===== config.mk =====
export PLATFORM = sky130hd
export DESIGN_NAME = ysyx_23060072_multdiv
export DESIGN_NICKNAME = d
export VERILOG_FILES = /design/src/rtl/ysyx_23060072_multdiv_pkg.sv /design/src/rtl/ysyx_23060072_multdiv_iter.sv /design/src/rtl/ysyx_23060072_multdiv.sv
export SDC_FILE = /design/constraint.sdc
export NUM_CORES = 1
export LEC_CHECK = 0
export BUFFER_PORTS_ARGS = -buffer_cell sky130_fd_sc_hd__buf_2
export CAP_MARGIN = 20
export CORE_MARGIN = 2
export CORE_UTILIZATION = 40
export DETAILED_ROUTE_END_ITERATION = 8
export PLACE_DENSITY = 0.69
export SETUP_SLACK_MARGIN = 0.15
export SYNTH_ARGS = -nofsm -noshare
export SYNTH_HDL_FRONTEND = slang
export SYNTH_SLANG_ARGS = --single-unit

===== constraint.sdc =====
create_clock -name clk -period 4.9 [get_ports clk]
set_input_delay 0.49 -clock clk [delete_from_list [all_inputs] [get_ports clk]]
set_output_delay 0.49 -clock clk [all_outputs]
set_load 0.005 [all_outputs]

===== src/rtl/ysyx_23060072_multdiv_pkg.sv =====
// Shared encodings for the iterative M-extension unit: funct3 ops, FSM states
// and the radix-2 iteration count.
package ysyx_23060072_multdiv_pkg;

  localparam int ITER_CNT = 32;
  localparam int CNT_W    = $clog2(ITER_CNT);

  typedef enum logic [1:0] {
    IDLE = 2'd0,
    BUSY = 2'd1,
    DONE = 2'd2
  } state_e;

  typedef enum logic [2:0] {
    OP_MUL    = 3'd0,
    OP_MULH   = 3'd1,
    OP_MULHSU = 3'd2,
    OP_MULHU  = 3'd3,
    OP_DIV    = 3'd4,
    OP_DIVU   = 3'd5,
    OP_REM    = 3'd6,
    OP_REMU   = 3'd7
  } op_e;

endpackage


===== src/rtl/ysyx_23060072_multdiv_iter.sv =====
// One combinational radix-2 step: shift-add for multiply, restoring
// shift-subtract for divide, both over a shared 2*XLEN accumulator.
module ysyx_23060072_multdiv_iter #(
  parameter int XLEN = 32
) (
  input  logic              isDiv_i,
  input  logic [2*XLEN-1:0] acc_i,
  input  logic [XLEN-1:0]   operand_i,
  output logic [2*XLEN-1:0] acc_o
);

  logic [XLEN:0]   addSum;
  logic [XLEN:0]   shifted;
  logic [XLEN+1:0] diff;

  // Multiply keeps {partial product, remaining multiplier}; divide keeps
  // {remainder, dividend bits shifting out / quotient bits shifting in}.
  always_comb begin
    addSum  = {1'b0, acc_i[2*XLEN-1:XLEN]} + (acc_i[0] ? {1'b0, operand_i} : '0);
    shifted = {acc_i[2*XLEN-1:XLEN], acc_i[XLEN-1]};
    diff    = {1'b0, shifted} - {2'b00, operand_i};
    if (isDiv_i) begin
      if (diff[XLEN+1]) begin
        acc_o = {shifted[XLEN-1:0], acc_i[XLEN-2:0], 1'b0};
      end else begin
        acc_o = {diff[XLEN-1:0], acc_i[XLEN-2:0], 1'b1};
      end
    end else begin
      acc_o = {addSum, acc_i[XLEN-1:1]};
    end
  end

endmodule


===== src/rtl/ysyx_23060072_multdiv.sv =====
// Iterative RV32 M-extension unit: accepts in IDLE, iterates 32 steps in BUSY,
// presents a registered result in DONE until the EX hold releases it.
module ysyx_23060072_multdiv
  import ysyx_23060072_multdiv_pkg::*;
#(
  parameter int XLEN = 32,
  parameter int RD_W = 4
) (
  input  logic            clk,
  input  logic            rst,
  input  logic            req_i,
  input  logic [2:0]      op_i,
  input  logic [XLEN-1:0] rs1_i,
  input  logic [XLEN-1:0] rs2_i,
  input  logic [RD_W-1:0] rd_addr_i,
  input  logic            flush_i,
  input  logic            stall_i,
  output logic            multdiv_hold_flag_o,
  output logic [XLEN-1:0] result_o,
  output logic            result_valid_o,
  output logic [RD_W-1:0] rd_addr_o
);

  state_e            state_q, state_d;
  op_e               op_q;
  logic [RD_W-1:0]   rd_q;
  logic [2*XLEN-1:0] acc_q, accNext;
  logic [XLEN-1:0]   operand_q;
  logic              resNeg_q, resNeg_d;
  logic [CNT_W-1:0]  cnt_q;
  logic [XLEN-1:0]   result_q, finalResult;

  logic              accept, lastStep;
  logic              aSigned, bSigned, negA, negB, divZero;
  logic [XLEN-1:0]   magA, magB;
  logic [2*XLEN-1:0] mulProd;
  logic [XLEN-1:0]   quot, remd;

  assign accept   = (state_q == IDLE) && req_i && !flush_i;
  assign lastStep = (cnt_q == CNT_W'(ITER_CNT - 1));

  // Operand conditioning: iterate on magnitudes and remember the result sign.
  // A zero divisor forces a positive quotient so it reads back as all ones.
  always_comb begin
    aSigned  = (op_i != OP_MULHU) && (op_i != OP_DIVU) && (op_i != OP_REMU);
    bSigned  = aSigned && (op_i != OP_MULHSU);
    negA     = aSigned && rs1_i[XLEN-1];
    negB     = bSigned && rs2_i[XLEN-1];
    magA     = negA ? -rs1_i : rs1_i;
    magB     = negB ? -rs2_i : rs2_i;
    divZero  = (rs2_i == '0);
    resNeg_d = negA ^ negB;
    if (op_i == OP_DIV || op_i == OP_DIVU) begin
      resNeg_d = (negA ^ negB) && !divZero;
    end else if (op_i == OP_REM || op_i == OP_REMU) begin
      resNeg_d = negA;
    end
  end

  ysyx_23060072_multdiv_iter #(.XLEN(XLEN)) u_iter (
    .isDiv_i   (op_q[2]),
    .acc_i     (acc_q),
    .operand_i (operand_q),
    .acc_o     (accNext)
  );

  always_comb begin
    mulProd     = resNeg_q ? -accNext : accNext;
    quot        = resNeg_q ? -accNext[XLEN-1:0] : accNext[XLEN-1:0];
    remd        = resNeg_q ? -accNext[2*XLEN-1:XLEN] : accNext[2*XLEN-1:XLEN];
    finalResult = '0;
    case (op_q)
      OP_MUL:                        finalResult = mulProd[XLEN-1:0];
      OP_MULH, OP_MULHSU, OP_MULHU:  finalResult = mulProd[2*XLEN-1:XLEN];
      OP_DIV, OP_DIVU:               finalResult = quot;
      OP_REM, OP_REMU:               finalResult = remd;
      default:                       finalResult = '0;
    endcase
  end

  always_ff @(posedge clk) begin
    if (rst) begin
      state_q <= IDLE;
    end else begin
      state_q <= state_d;
    end
  end

  // Flush wins in every state; DONE ignores req_i since the same instruction
  // is still sitting in EX.
  always_comb begin
    state_d             = state_q;
    multdiv_hold_flag_o = 1'b0;
    result_valid_o      = 1'b0;
    case (state_q)
      IDLE: begin
        if (req_i && !flush_i) begin
          multdiv_hold_flag_o = 1'b1;
          state_d             = BUSY;
        end
      end
      BUSY: begin
        if (flush_i) begin
          state_d = IDLE;
        end else begin
          multdiv_hold_flag_o = 1'b1;
          if (lastStep) begin
            state_d = DONE;
          end
        end
      end
      DONE: begin
        if (flush_i) begin
          state_d = IDLE;
        end else begin
          result_valid_o = 1'b1;
          if (!stall_i) begin
            state_d = IDLE;
          end
        end
      end
      default: state_d = IDLE;
    endcase
  end

  always_ff @(posedge clk) begin
    if (rst) begin
      op_q      <= OP_MUL;
      rd_q      <= '0;
      acc_q     <= '0;
      operand_q <= '0;
      resNeg_q  <= 1'b0;
      cnt_q     <= '0;
      result_q  <= '0;
    end else if (accept) begin
      op_q      <= op_e'(op_i);
      rd_q      <= rd_addr_i;
      acc_q     <= {{XLEN{1'b0}}, magA};
      operand_q <= magB;
      resNeg_q  <= resNeg_d;
      cnt_q     <= '0;
    end else if (state_q == BUSY && !flush_i) begin
      acc_q <= accNext;
      cnt_q <= cnt_q + CNT_W'(1);
      if (lastStep) begin
        result_q <= finalResult;
      end
    end
  end

  assign result_o  = result_q;
  assign rd_addr_o = rd_q;

endmodule


## Word-level counts from Yosys, hierarchy flattened

Cells that the tools add are included.

| operators by class | value |
|---|---|
| add/sub/neg operators | 8 |
| equality and inequality tests | 21 |
| mux-type cells | 23 |
| bitwise logic cells | 2 |
| reductions and logical operators | 24 |

Operators with widths:

| cell | number |
|---|---|
| $mux W32 | 7 |
| $mux W64 | 3 |
| $neg A32 Y32 | 4 |
| $pmux W32 S4 | 1 |
| $neg A64 Y64 | 1 |
| $sub A33 B32 Y34 | 1 |
| $add A32 B32 Y33 | 1 |
| $logic_not A32 Y1 | 1 |
| $eq A3 B3 Y1 const B | 8 |
| $ne A3 B3 Y1 const B | 4 |
| $logic_and A1 B1 Y1 | 10 |
| $mux W2 | 5 |
| $eq A3 B2 Y1 const B | 2 |
| $ne A3 B2 Y1 const B | 2 |
| $pmux W2 S3 | 1 |
| $reduce_and A3 Y1 | 2 |
| $reduce_or A2 Y1 | 3 |
| $add A5 B1 Y5 const B | 1 |
| $eq A5 B5 Y1 const B | 1 |
| $mux W1 | 5 |
| $eq A3 B1 Y1 const B | 1 |
| $logic_not A3 Y1 | 1 |
| $reduce_or A3 Y1 | 1 |
| $eq A2 B1 Y1 const B | 1 |
| other kinds (9) | 11 |

| word-level totals | value |
|---|---|
| register bits | 143 |
| input port bits | 76 |

## Depth between registers and ports, before layout

| depth | value |
|---|---|
| word-level depth | 8 |
| mapped depth | 22 |

## By module

A second synthesis with hierarchy kept.

| second synthesis, totals | value |
|---|---|
| cell total of the unflattened synthesis | 1965 |
| area total of the unflattened synthesis | 14034.7 sq um |

Modules (own cells, without submodules):

| module | times used | cells each | area each (sq um) | sequential area each (sq um) |
|---|---|---|---|---|
| ysyx_23060072_multdiv | 1 | 1264 | 9258.9 | 2862.7 |
| ysyx_23060072_multdiv_iter | 1 | 701 | 4775.8 | 0.0 |

## Worst setup path before layout

No wires, ideal clock.

| path | value |
|---|---|
| path type | flip-flop to flip-flop |
| start point | register op_q[2] |
| end point | register result_q[26], in the netlist result_o[26] |
| library setup time | 0.091 ns |
| data arrival time | 4.989 ns |
| path slack | -0.180 ns |
| stages on the path, launching flop included | 23 |
| path buffers | 9 |
| cell sequence | dfxtp_1 -> buf_6 -> buf_2 -> buf_2 -> buf_2 -> buf_2 -> buf_2 -> buf_1 -> clkbuf_1 -> buf_1 -> o21ai_0 -> ha_1 -> o211ai_1 -> or3_1 -> or2_2 -> or4_4 -> nor2_4 -> and4_1 -> nand3_1 -> nor4_1 -> or3_1 -> nand3_1 -> a311oi_1 |

| between the ends | value |
|---|---|
| cells in the longest elaborated chain, start to end | 4 |
| elaborated cells between the ends (all ways) | 19 |

Ends and longest elaborated chain:

| what | RTL line | source |
|---|---|---|
| start, declared | ysyx_23060072_multdiv.sv:25 | `op_e op_q;` |
| start signal, assigned | ysyx_23060072_multdiv.sv:136 | `op_q <= op_e'(op_i);` |
| $mux W64 | ysyx_23060072_multdiv_iter.sv:22 | `if (isDiv_i) begin` |
| $neg A64 Y64, or another cell as far along | ysyx_23060072_multdiv.sv:68 | `mulProd = resNeg_q ? -accNext : accNext;` |
| $mux W64, or another cell as far along | ysyx_23060072_multdiv.sv:68 |  |
| $pmux W32 S4 * | ysyx_23060072_multdiv.sv:72 | `case (op_q)` |
| end signal, assigned | ysyx_23060072_multdiv.sv:146 | `result_q <= finalResult;` |
| end, declared | ysyx_23060072_multdiv.sv:31 | `logic [XLEN-1:0] result_q, finalResult;` |

Mark *: on every way between the ends. The rest lies on a longest branch, timed or not.
A chain may end at the register's enable or synchronous reset.

## Final worst setup path

| path | value |
|---|---|
| start point | register operand_q[24] |
| end point | register result_q[8], in the netlist result_o[8] |

| between the ends | value |
|---|---|
| cells in the longest elaborated chain, start to end | 6 |
| elaborated cells between the ends (all ways) | 10 |

Ends and longest elaborated chain:

| what | RTL line | source |
|---|---|---|
| start, declared | ysyx_23060072_multdiv.sv:28 | `logic [XLEN-1:0] operand_q;` |
| start signal, assigned | ysyx_23060072_multdiv.sv:139 | `operand_q <= magB;` |
| $sub A33 B32 Y34 * | ysyx_23060072_multdiv_iter.sv:21 | `diff = {1'b0, shifted} - {2'b00, operand_i};` |
| $mux W64 * | ysyx_23060072_multdiv_iter.sv:23 | `if (diff[XLEN+1]) begin` |
| $mux W64 * | ysyx_23060072_multdiv_iter.sv:22 |  |
| $neg A64 Y64, or another cell as far along | ysyx_23060072_multdiv.sv:68 |  |
| $mux W64, or another cell as far along | ysyx_23060072_multdiv.sv:68 |  |
| $pmux W32 S4 * | ysyx_23060072_multdiv.sv:72 |  |

Marked as above.

==> results_dict.tcl <==
set metrics [dict create \
    async_reset_ff_share_pct 0 \
    syn_to_final_growth_pct 20.3 \
    grt_remaining_overflow 0 \
    hold_viol_final 0 \
    rsz0062_at_grt "true" \
    nNetsFinal 2392 \
    cts_tree "done" \
    vias_per_cell 6.21 \
    status "finished clean" \
    synth_fp_nets 2186 \
    slew_headroom_pct 27.9 \
    ios 114 \
    fp.coreArea_um2 36300 \
    synthCells 2038 \
    vias 16900 \
    die_h_um 195 \
    startpoint_type "flop" \
    critPathLaunch "operand_q[24]" \
    numCtsBuffers 17 \
    grt_pass1_wl_mm 89.7 \
    antenna_found_initial 0 \
    p_total_mw 4.21 \
    crit_family "compound AO/OA/AOI/OAI gates" \
    power.leakage_nw 6.99 \
    clock_sinks 143 \
    tightest_slew_ps 1080 \
    insertion_delay_ps 460 \
    row_count 70 \
    powerDensity_nw_per_um2 239 \
    die_area_um2 38200 \
    yosysSeqAreaShare_pct 19.5 \
    final_layout_size_suffix_gt1_share_pct 20.4 \
    path_cells "inv_2 > ha_4 > a21o_1 > a31o_1 > a221o_1 > a211oi_2 > nand2_2 > o21ai_2 > ha_2 > o211ai_1 > or3_1 > or2_4 > or4_4 > nor2_4 > buf_4 > nor2_2 > o41a_1 > xnor2_1 > nor2_1 > o221a_2" \
    fmax_ghz 0.206 \
    crit_required_ps 5250 \
    wire_per_inst_um 21.5 \
    cp_slowest_stage_delay_ps 550 \
    end_kind "flop" \
    dp_hpwl_mm 44.9 \
    ys_warn_count 0 \
    ant_nets 0 \
    postLayoutCoreUtil_pct 48.5 \
    cts_buffer_depth 2 \
    n_antenna_cell 0 \
    drt-total-wl_mm 58.5 \
    hold_path_class "input pin to flop" \
    die_x_um 195 \
    fin_crit_sh_pct 99.2 \
    htreeDepth 4 \
    dr.pass1.iters 7 \
    min_from "rd_addr_i[3]" \
    drv_slew 0 \
    syn-cell-area_um2 14700 \
    cts_root_buf "clkbuf_16" \
    clk_pin_slew_ps 70 \
    finClkSkew_ps 15.0 \
    drc 0 \
    numPortBuffers 113 \
    post_synth.cell_area_avg_um2 7.19 \
    crit_type "flop to flop" \
    synth_top_flop_cell "dfxtp_1" \
    gr-usage-all-layers_pct 29.9 \
    hold_buffers 0 \
    cp.arrival_ps 5210 \
    yosys_register_bits 143 \
    yosysUniqueCellTypes 108 \
    synth-edff-count 0 \
    grt_max_degree 84 \
    crit_slowest_cell "or4_4" \
    drt_iter0_drc 1949 \
    grt_pass1_vias 15700 \
    layout_min_cycle_time_ps 4860 \
    cap_viol_max_count 0 \
    cp_num_buf_inv 2 \
    path_max_fanout 7 \
    setup_viol 0 \
    start_util_pct 40.3 \
    ir_drop_uv 206 \
    r2r_start "operand_q[24]" \
    gp_congestion 0.964 \
]
[logic make-up after synthesis]
| group | after synthesis | share of synthesized area, % |
|---|---|---|
| buf+inv | 182 | 5.12 |
| mux | 51 | 3.63 |
| xor+xnor | 134 | 8.00 |
| compound gates | 684 | 31.6 |
| fa+ha+maj | 72 | 6.25 |
| flops | 143 | 19.5 |
| simple gates | 772 | 25.9 |
[synthesized netlist by cell type, types with 27 or more instances]
library cell / n / share of area, %
a31oi_1: 30 / 1.3
mux2i_1: 43 / 2.9
nor2_1: 242 / 6.2
o21ai_0: 114 / 3.9
dfxtp_1: 143 / 20
a211oi_1: 93 / 4.8
inv_1: 61 / 1.6
o31ai_1: 29 / 1.5
xnor2_1: 76 / 4.5
nor3_1: 61 / 2.1
ha_1: 70 / 6.0
a21oi_1: 191 / 6.5
nand2_1: 214 / 5.5
and2_1: 44 / 1.9
xor2_1: 58 / 3.5
or3_1: 27 / 1.2
nand3_1: 34 / 1.2
clkbuf_1: 87 / 2.2
[metrics by stage]
stage	setup slack [ps]	TNS, ps	hold WS (ps)	area, um2	instances
3_5_place_dp	-68.8	-198	445	16700	2678
6_report	37.3	0	270	17600	2725
4_1_cts	181	0	265	17400	2715
5_1_grt	-167	-862	295	17600	2725
3_3_place_gp	15.5	0	443	16700	2678
2_1_floorplan	160	0	440	14700	2038
[path summary, 6_finish.rpt]
kind | end | slack, ps | depth (start not counted)
worst max-delay path | result_o[8] | 40 | 20
worst min-delay path | rd_addr_o[3] | 270 | 3
worst max register to register | result_o[8] | 40 | 20
worst min register to register | result_o[9] | 450 | 2
[what timing repair did]
item	in CTS	in global routing
endpoints found under the hold margin	0	0
pin swaps	7	34
setup endpoints to repair	12	18
buffers inserted	5	10
gates resized for setup	13	37
[area by class of cell]
| cell class | count | area [um2] |
|---|---|---|
| multi-input cells | 1713 | 11300 |
| flip-flops and latches | 143 | 2880 |
| clock buffers | 17 | 425 |
| repair buffers | 308 | 2050 |
| inverters | 61 | 229 |
| well taps | 468 | 586 |
| clock inverters | 15 | 186 |
| fillers | 3611 | 18700 |
[cell usage in the layout (no fill, tap or decap), types with 11 or more instances in the layout]
cell and count:
a211oi_1 92, a21o_1 21, a21oi_1 187, a311oi_1 21, a31oi_1 29, and2_1 44
and3_1 13, buf_2 113, buf_4 193, clkbuf_16 17, dfxtp_1 132, ha_1 63
inv_1 59, mux2i_1 43, nand2_1 212, nand2b_1 15, nand3_1 34, nand4_1 18
nor2_1 241, nor2b_1 11, nor3_1 59, nor4_1 12, o211ai_1 22, o21a_1 16
o21ai_0 107, o21ai_1 11, o31ai_1 27, o41ai_1 12, or3_1 27, or4_1 12
xnor2_1 76, xor2_1 58
[sequential cells by signal (all words and copies together), names as in the netlist]
name and count:
result_o 32, rd_addr_o 4, operand_q 32, op_q 3, acc_q 64, state_q 2, cnt_q 5, resNeg_q 1
[power by group]
group / switching [mW] / internal [mW] / leakage (nW)
registers: 0.0572 / 1.21 / 1.17
logic: 0.950 / 0.611 / 5.52
clock network: 0.690 / 0.697 / 0.298
total: 1.70 / 2.52 / 6.99
[worst reg2reg max path, stage by stage, from the launching register on]
cell and delay (ps):
dfxtp_2 340, inv_2 40, ha_4 250, a21o_1 170
a31o_1 220, a221o_1 450, a211oi_2 270, nand2_2 130
o21ai_2 90, ha_2 200, o211ai_1 140, or3_1 420
or2_4 240, or4_4 550, nor2_4 140, buf_4 140
nor2_2 100, o41a_1 370, xnor2_1 150, nor2_1 60
o221a_2 270
[routing by layer]
| metal | global-route usage, % | up-vias | share of wire, % |
|---|---|---|---|
| met3 | 4.47 | 175 | 8.3 |
| met1 | 40.5 | 7924 | 43 |
| met2 | 45.8 | 876 | 43 |
| met5 | 0 | - | 0 |
| met4 | 15.7 | 0 | 5.6 |
| li1 | - | 7960 | - |
Power figures use the tool's default switching activity.
